### src/rtl/mem_pkg.sv
// mem_pkg: shared constants, width helpers and the response control type for mem_pipe.
package mem_pkg;
    localparam int MAX_LATENCY = 4;
    // Data rides beside this struct because its width is a per-instance parameter.
    typedef struct packed {
        logic valid;
        logic we;
        logic err;
    } rsp_ctl_t;
    function automatic int idx_width(input int depth);
        return (depth > 1) ? $clog2(depth) : 1;
    endfunction
    function automatic int off_width(input int data_w);
        return (data_w > 8) ? $clog2(data_w / 8) : 0;
    endfunction
endpackage

### src/rtl/mem_delay.sv
// mem_delay: N-stage register chain, every stage cleared by asynchronous reset.
module mem_delay #(
    parameter int N = 1,
    parameter int W = 1
) (
    input  logic         clk,
    input  logic         rst,
    input  logic [W-1:0] d,
    output logic [W-1:0] q
);
    logic [W-1:0] r [N];
    always_ff @(posedge clk or posedge rst) begin
        if (rst) r <= '{default: '0};
        else begin
            r[0] <= d;
            for (int i = 1; i < N; i++) r[i] <= r[i-1];
        end
    end
    assign q = r[N-1];
endmodule

### src/rtl/mem_pipe.sv
// mem_pipe: single-port pipelined memory with byte-enable writes and error response.
module mem_pipe
  import mem_pkg::*;
#(
  parameter int    DATA_W    = 32,
  parameter int    DEPTH     = 128,
  parameter int    ADDR_W    = 32,
  parameter int    LATENCY   = 1,
  parameter int    BYTE_ADDR = 0,
  parameter string INIT_FILE = "risc.txt"
) (
  input  logic                clk,
  input  logic                rst,
  input  logic                req_valid,
  input  logic                req_we,
  input  logic [ADDR_W-1:0]   req_addr,
  input  logic [DATA_W-1:0]   req_wdata,
  input  logic [DATA_W/8-1:0] req_be,
  output logic                rsp_valid,
  output logic [DATA_W-1:0]   rsp_data,
  output logic                rsp_err,
  output logic                rsp_we
);
  localparam int BYTES = DATA_W / 8;
  localparam int IW    = idx_width(DEPTH);
  localparam int OW    = off_width(DATA_W);
  localparam int SW    = $bits(rsp_ctl_t) + DATA_W;
  logic [DATA_W-1:0] mem [DEPTH];
  logic [ADDR_W-1:0] widx;
  logic [IW-1:0]     idx;
  logic              err;
  logic              wr;
  logic [DATA_W-1:0] rdata;
  logic [SW-1:0]     s1;
  logic [SW-1:0]     so;
  rsp_ctl_t          ctl;
  always_comb begin
    widx  = (BYTE_ADDR != 0) ? (req_addr >> OW) : req_addr;
    idx   = widx[IW-1:0];
    err   = ((BYTE_ADDR != 0) && ((req_addr & ADDR_W'(BYTES - 1)) != '0)) || (widx >= ADDR_W'(DEPTH));
    wr    = req_valid && req_we && !err && !rst;
    rdata = (req_valid && !req_we && !err) ? mem[idx] : '0;
  end
  always_ff @(posedge clk) begin
    if (wr)
      for (int b = 0; b < BYTES; b++)
        if (req_be[b]) mem[idx][b*8 +: 8] <= req_wdata[b*8 +: 8];
  end
  always_ff @(posedge clk or posedge rst) begin
    if (rst) s1 <= '0;
    else     s1 <= {req_valid, req_valid && req_we, req_valid && err, rdata};
  end
  if (LATENCY > 1) begin : g_delay
    mem_delay #(.N(LATENCY - 1), .W(SW)) u_delay (
      .clk(clk),
      .rst(rst),
      .d  (s1),
      .q  (so)
    );
  end else begin : g_bypass
    assign so = s1;
  end
  assign {ctl, rsp_data} = so;
  assign rsp_valid = ctl.valid;
  assign rsp_we    = ctl.we;
  assign rsp_err   = ctl.err;
endmodule

### config.mk
export PLATFORM = sky130hd
export DESIGN_NAME = mem_pipe
export DESIGN_NICKNAME = d
export VERILOG_FILES = /design/src/rtl/mem_pkg.sv /design/src/rtl/mem_delay.sv /design/src/rtl/mem_pipe.sv
export SDC_FILE = /design/constraint.sdc
export NUM_CORES = 2
export LEC_CHECK = 0
export BUFFER_PORTS_ARGS = -buffer_cell sky130_fd_sc_hd__buf_2
export CORE_MARGIN = 1.5
export CORE_UTILIZATION = 50
export CTS_BUF_LIST = sky130_fd_sc_hd__clkbuf_4 sky130_fd_sc_hd__clkbuf_8
export DETAILED_ROUTE_END_ITERATION = 16
export PLACE_DENSITY = 0.76
export SETUP_SLACK_MARGIN = 0.1
export SLEW_MARGIN = 30
export SYNTH_ARGS = -nofsm -noshare
export SYNTH_HDL_FRONTEND = slang
export SYNTH_SLANG_ARGS = --single-unit
export TNS_END_PERCENT = 50
### constraint.sdc
create_clock -name clk -period 2.65 [get_ports clk]
set_input_delay 0.53 -clock clk [delete_from_list [all_inputs] [get_ports clk]]
set_output_delay 0.53 -clock clk [all_outputs]
set_load 0.05 [all_outputs]
After elaboration in Yosys (flattened, before gate mapping) --
Memories as Yosys holds them, arrays and structs flattened. Cells that the tools add are included.
Word-level totals: register bits 35, latch bits 0, bits in writable memories 4096, bits in read-only memories 0, bits of input ports 72, output and inout bits 35, word-level logic and storage cells 25, memories 1
Memories:
- mem | words 128, width 32, rd ports 1, clocked after Yosys merged registers in 0, write ports 1, RTL line mem_pipe.sv:28 | logic [DATA_W-1:0] mem [DEPTH];
Cells by class: add/sub/neg operators 0, multiply operators 0, divide/modulo/power cells 0, $lt $le $gt $ge 1, equality and inequality tests 0, shifts and indexed selects 0, mux-type cells 13, bitwise operators 0, reduce and logical (&&, ||, !) cells 9
Operators by type and width (number):
- 32-bit by 8-bit >= comparator with 1-bit output, second input constant | 1
- 32-bit two-way mux | 1
- 1-bit two-way mux | 12
- 1-bit logical AND | 6
- 1-bit zero test | 3

Depth between registers and ports, before layout --
depth after elaboration 6, gate-level depth with buffers 13

Worst setup path after synthesis --
No wires, ideal clock.
kind input to register, from input req_addr[0], to memory mem[100][0], enable pin, library setup time 370 ps, arrival time 2498 ps, data required time 2280 ps, slack -218 ps, cell stages on the path 10, buffers on the path 6, cells stage by stage buf_6 or2_1 buf_2 buf_4 buf_2 buf_2 nor2_1 buf_2 nand2_1 nor2_1
On the way: cells in the longest elaborated chain, start to end 6
Ends and longest elaborated chain:
- start: declaration | RTL line mem_pipe.sv:16 | input logic [ADDR_W-1:0] req_addr,
- 32-bit by 8-bit >= comparator with 1-bit output | RTL line mem_pipe.sv:40 | err = ((BYTE_ADDR != 0) && ((req_addr & ADDR_W'(BYTES - 1)) != '0)) || (widx >= ADDR_W'(DEPTH));
- 1-bit zero test | RTL line mem_pipe.sv:41 | wr = req_valid && req_we && !err && !rst;
- 1-bit logical AND (2 in series) | RTL line mem_pipe.sv:41
- 1-bit two-way mux | RTL line mem_pipe.sv:45 | if (wr)
- 1-bit two-way mux (implied by the code) | RTL line mem_pipe.sv:47 | if (req_be[b]) mem[idx][b*8 +: 8] <= req_wdata[b*8 +: 8];
- end: declaration | RTL line mem_pipe.sv:28
Parallel ways exist; a longest one is shown, timed or not.

Worst setup path after layout --
from register s1[7], to output rsp_data[7]
RTL lines:
- start: declaration | RTL line mem_pipe.sv:34 | logic [SW-1:0] s1;
- start signal: assignment | RTL line mem_pipe.sv:51 | else s1 <= {req_valid, req_valid && req_we, req_valid && err, rdata};
- end: declaration | RTL line mem_pipe.sv:20 | output logic [DATA_W-1:0] rsp_data,
No word-level cell between the ends.

==> reports/metrics.cfg <==
[critical_path]
regToRegSetupSlack_ns = 0.12
setup.worst_path.end_class = output pin
slowest_stage = dfrtp_1
critPathTopFamily = flip-flops
worstPathArrival_ns = 2.05
path_max_fanout = 1
r2r_cells = 7
critPathRequiredTime_ns = 2.12
cp_num_buf_inv = 1
path_class = flip-flop to output pin
reg2reg_from = mem[51][27]
critPathLaunchType = flip-flop
critical_path.max_stage_delay_ns = 0.54
crit_path_cell_trace = buf_4
cp.depth = 1
reg2reg_to = s1[27]

[synthesis]
yosys_register_bits = 4131
syn-cell-area_um2 = 159000
synthCells = 8807
syn_avg_cell_area_um2 = 18.1
ys_dominant_reg_cell = edfxtp_1
syn-num-nets = 8879
synthArstFlopShare_pct = 0.847
ys_seq_area_share_pct = 77.9
ys_warn_count = 0
synth_cell_types = 82
synth_enable_flop_cells = 4096

[layout]
area_delta_synth_final_pct = 23.9
nNetsFinal = 10900
postLayoutCoreUtil_pct = 62.4
drive_gt1_share_pct = 34.4

[floorplanning]
die_h_um = 567
initial_core_util_pct = 50.4
io_pins = 107
core_um2 = 316000
num_rows = 206
die_w_um = 567
dieArea_um2 = 322000

[detailed_routing]
routed_wl_um = 537000
route.detailed.drc = 0
vias = 103000
drtAntennaViolNets = 0
wl_per_cell_um = 34.5
firstDrtPassIters = 8
vias_per_cell = 6.62
drtIter0Drc = 17200

[cts]
h-tree-depth = 6
cts.sinks = 4131
clk_latency_ns = 1.28
clockRootBuffer = clkbuf_8
cts_tree = done
cts_buffer_depth = 4
clkTransAtPathRegs_ns = 0.06
cts_buffers = 637

[timing]
setup_tns_ns = 0
clock_skew_ns = 0.101
slew_violations = 0
fmax_mhz = 387
worst_pin_slew_ns = 1.02
slew_headroom_pct = 31.9
rsz0062_at_grt = yes
setup_viol = 0
period_share_pct = 97.5
min_period_ns = 2.58
hold_violations = 0

[grt]
grt_usage_pct = 32.8
grt_pass1_wl_um = 746000
grt_remaining_overflow = 0
antenna_found_initial = 48
grt_max_degree = 98
grt_pass1_vias = 101000

[job]
cap_violations = 0

[power]
cellPowerDensity_nw_per_um2 = 680
ir_drop_mv = 0.554
p_leak_nw = 64.9

[hold_path]
worstHoldEndpoint = s1[10]
min_from = req_addr[5]
hold_path_depth = 4
hold_class = primary input to flip-flop

[outcome]
status = finished clean

[placed_design]
routabilityCongestion = 1.00
dp_hpwl_um = 373000
portBuffers = 106

## report_power, final
group          internal [W]  switching (W)  leakage (nW)  total [W]
clock                0.0279         0.0255          6.69     0.0534
sequential           0.0718    0.000000536          37.3     0.0718
combinational       0.00313        0.00573          20.9    0.00886
## cell families after synthesis
family	Yosys count	synth area share, %
DFF	4131	77.9
buffers and inverters	650	2.35
and+or+nand+nor	1174	3.03
muxes	788	7.79
AOI/OAI and AO/OA	2064	8.98
## stage by stage
step	power [W]	hold WS, ns	instances	setup slack (ns)	instance area (um2)
6_report	0.134	0.0726	15600	0.0675	197000
5_1_grt	0.137	0.0491	15500	0.0626	197000
4_1_cts	0.134	0.00922	15500	0.0149	197000
3_5_place_dp	0.0815	0.673	14300	-0.822	184000
3_3_place_gp	0.0813	0.670	14300	-1.19	184000
2_1_floorplan	0.0766	0.480	8807	-0.0290	160000
## layout make-up
class	count	area, um2
diodes	28	70.1
clock buffers	883	10800
clock inverters	267	1910
fillers	20900	119000
inverters	12	67.6
multi-input cells	4026	33100
flip-flops and latches	4131	124000
well taps	4160	5200
repair buffers	2050	22100
## Yosys cell counts, drive strengths merged (19+ instances only)
cell     number  area share (%)
a2111oi      31            0.21
a211oi       38            0.18
a21oi       214            0.67
a221oi      118            0.66
a22oi        22            0.10
a311oi       19            0.10
a31oi        21           0.083
buf         438             1.8
clkbuf      200            0.47
dfrtp        35            0.55
edfxtp     4096              77
mux2        150             1.1
mux2i       310             2.0
mux4        328             4.8
nand2       246            0.58
nand3        68            0.21
nor2        731             1.7
nor3         36            0.11
nor4         21           0.090
o2111ai      61            0.34
o211ai       21           0.099
o21ai       409             1.3
o221ai      472             2.6
o22ai       565             2.2
## what timing repair did
item,in CTS,in global routing
endpoints found under the hold margin,1842,0
gates resized for setup,33,10
hold buffers,40,0
buffers inserted,0,0
pin swaps,0,1
endpoints found under the setup margin,25,8
cloned,0,0
## flip-flops by register name, indices dropped and copies added, names as in the netlist
| signal | cells |
|---|---|
| mem | 4096 |
| s1 | 35 |
## how the worst max path moves through the flow
stage          slack [ns]   startpoint           end
2_1_floorplan       -0.03          rst   mem[66][10]
3_3_place_gp        -1.19  req_addr[0]        s1[12]
3_5_place_dp        -0.82  req_addr[6]        s1[27]
4_1_cts              0.01       s1[17]  rsp_data[17]
5_1_grt              0.06       s1[23]  rsp_data[23]
6_report             0.07        s1[7]   rsp_data[7]
## cells in the final DEF (no fill, tap or decap), types with 13 or more instances in the layout
cell           instances
a22oi_1               22
nand2_2               15
o221ai_1             469
clkbuf_4             218
a311oi_1              19
clkinv_1             143
nor2_1               349
nand3_1               66
mux4_1                58
o22ai_1              565
bufinv_16             13
dfrtp_1               22
diode_2               28
nor2_4                73
nor3_1                35
inv_12                15
clkinv_2              53
buf_12               534
nor4_1                18
a31oi_1               20
nand2_1              224
o21ai_0              407
o2111ai_1             61
edfxtp_1            4096
mux4_2               270
buf_2                 52
dlygate4sd3_1         40
nand4_1               15
a211oi_1              38
clkbuf_8             666
a221oi_1             115
clkinvlp_4            16
a2111oi_0             16
mux2i_1              310
mux2_2               150
nor2_2               309
a21oi_1              214
buf_4               1410
o211ai_1              21
## routing by layer
layer  share of wire [%]  track usage [%]
met1                  32             40.3
met2                  45             49.5
met3                  14             10.3
met4                 8.6             23.1
met5               0.038                0
## tightest hold or removal path, cell delays in order
cell,delay [ns]
buf_2,0.19
buf_4,0.21
a211oi_1,0.22
a311oi_1,0.09
Power figures use the tool's default switching activity.
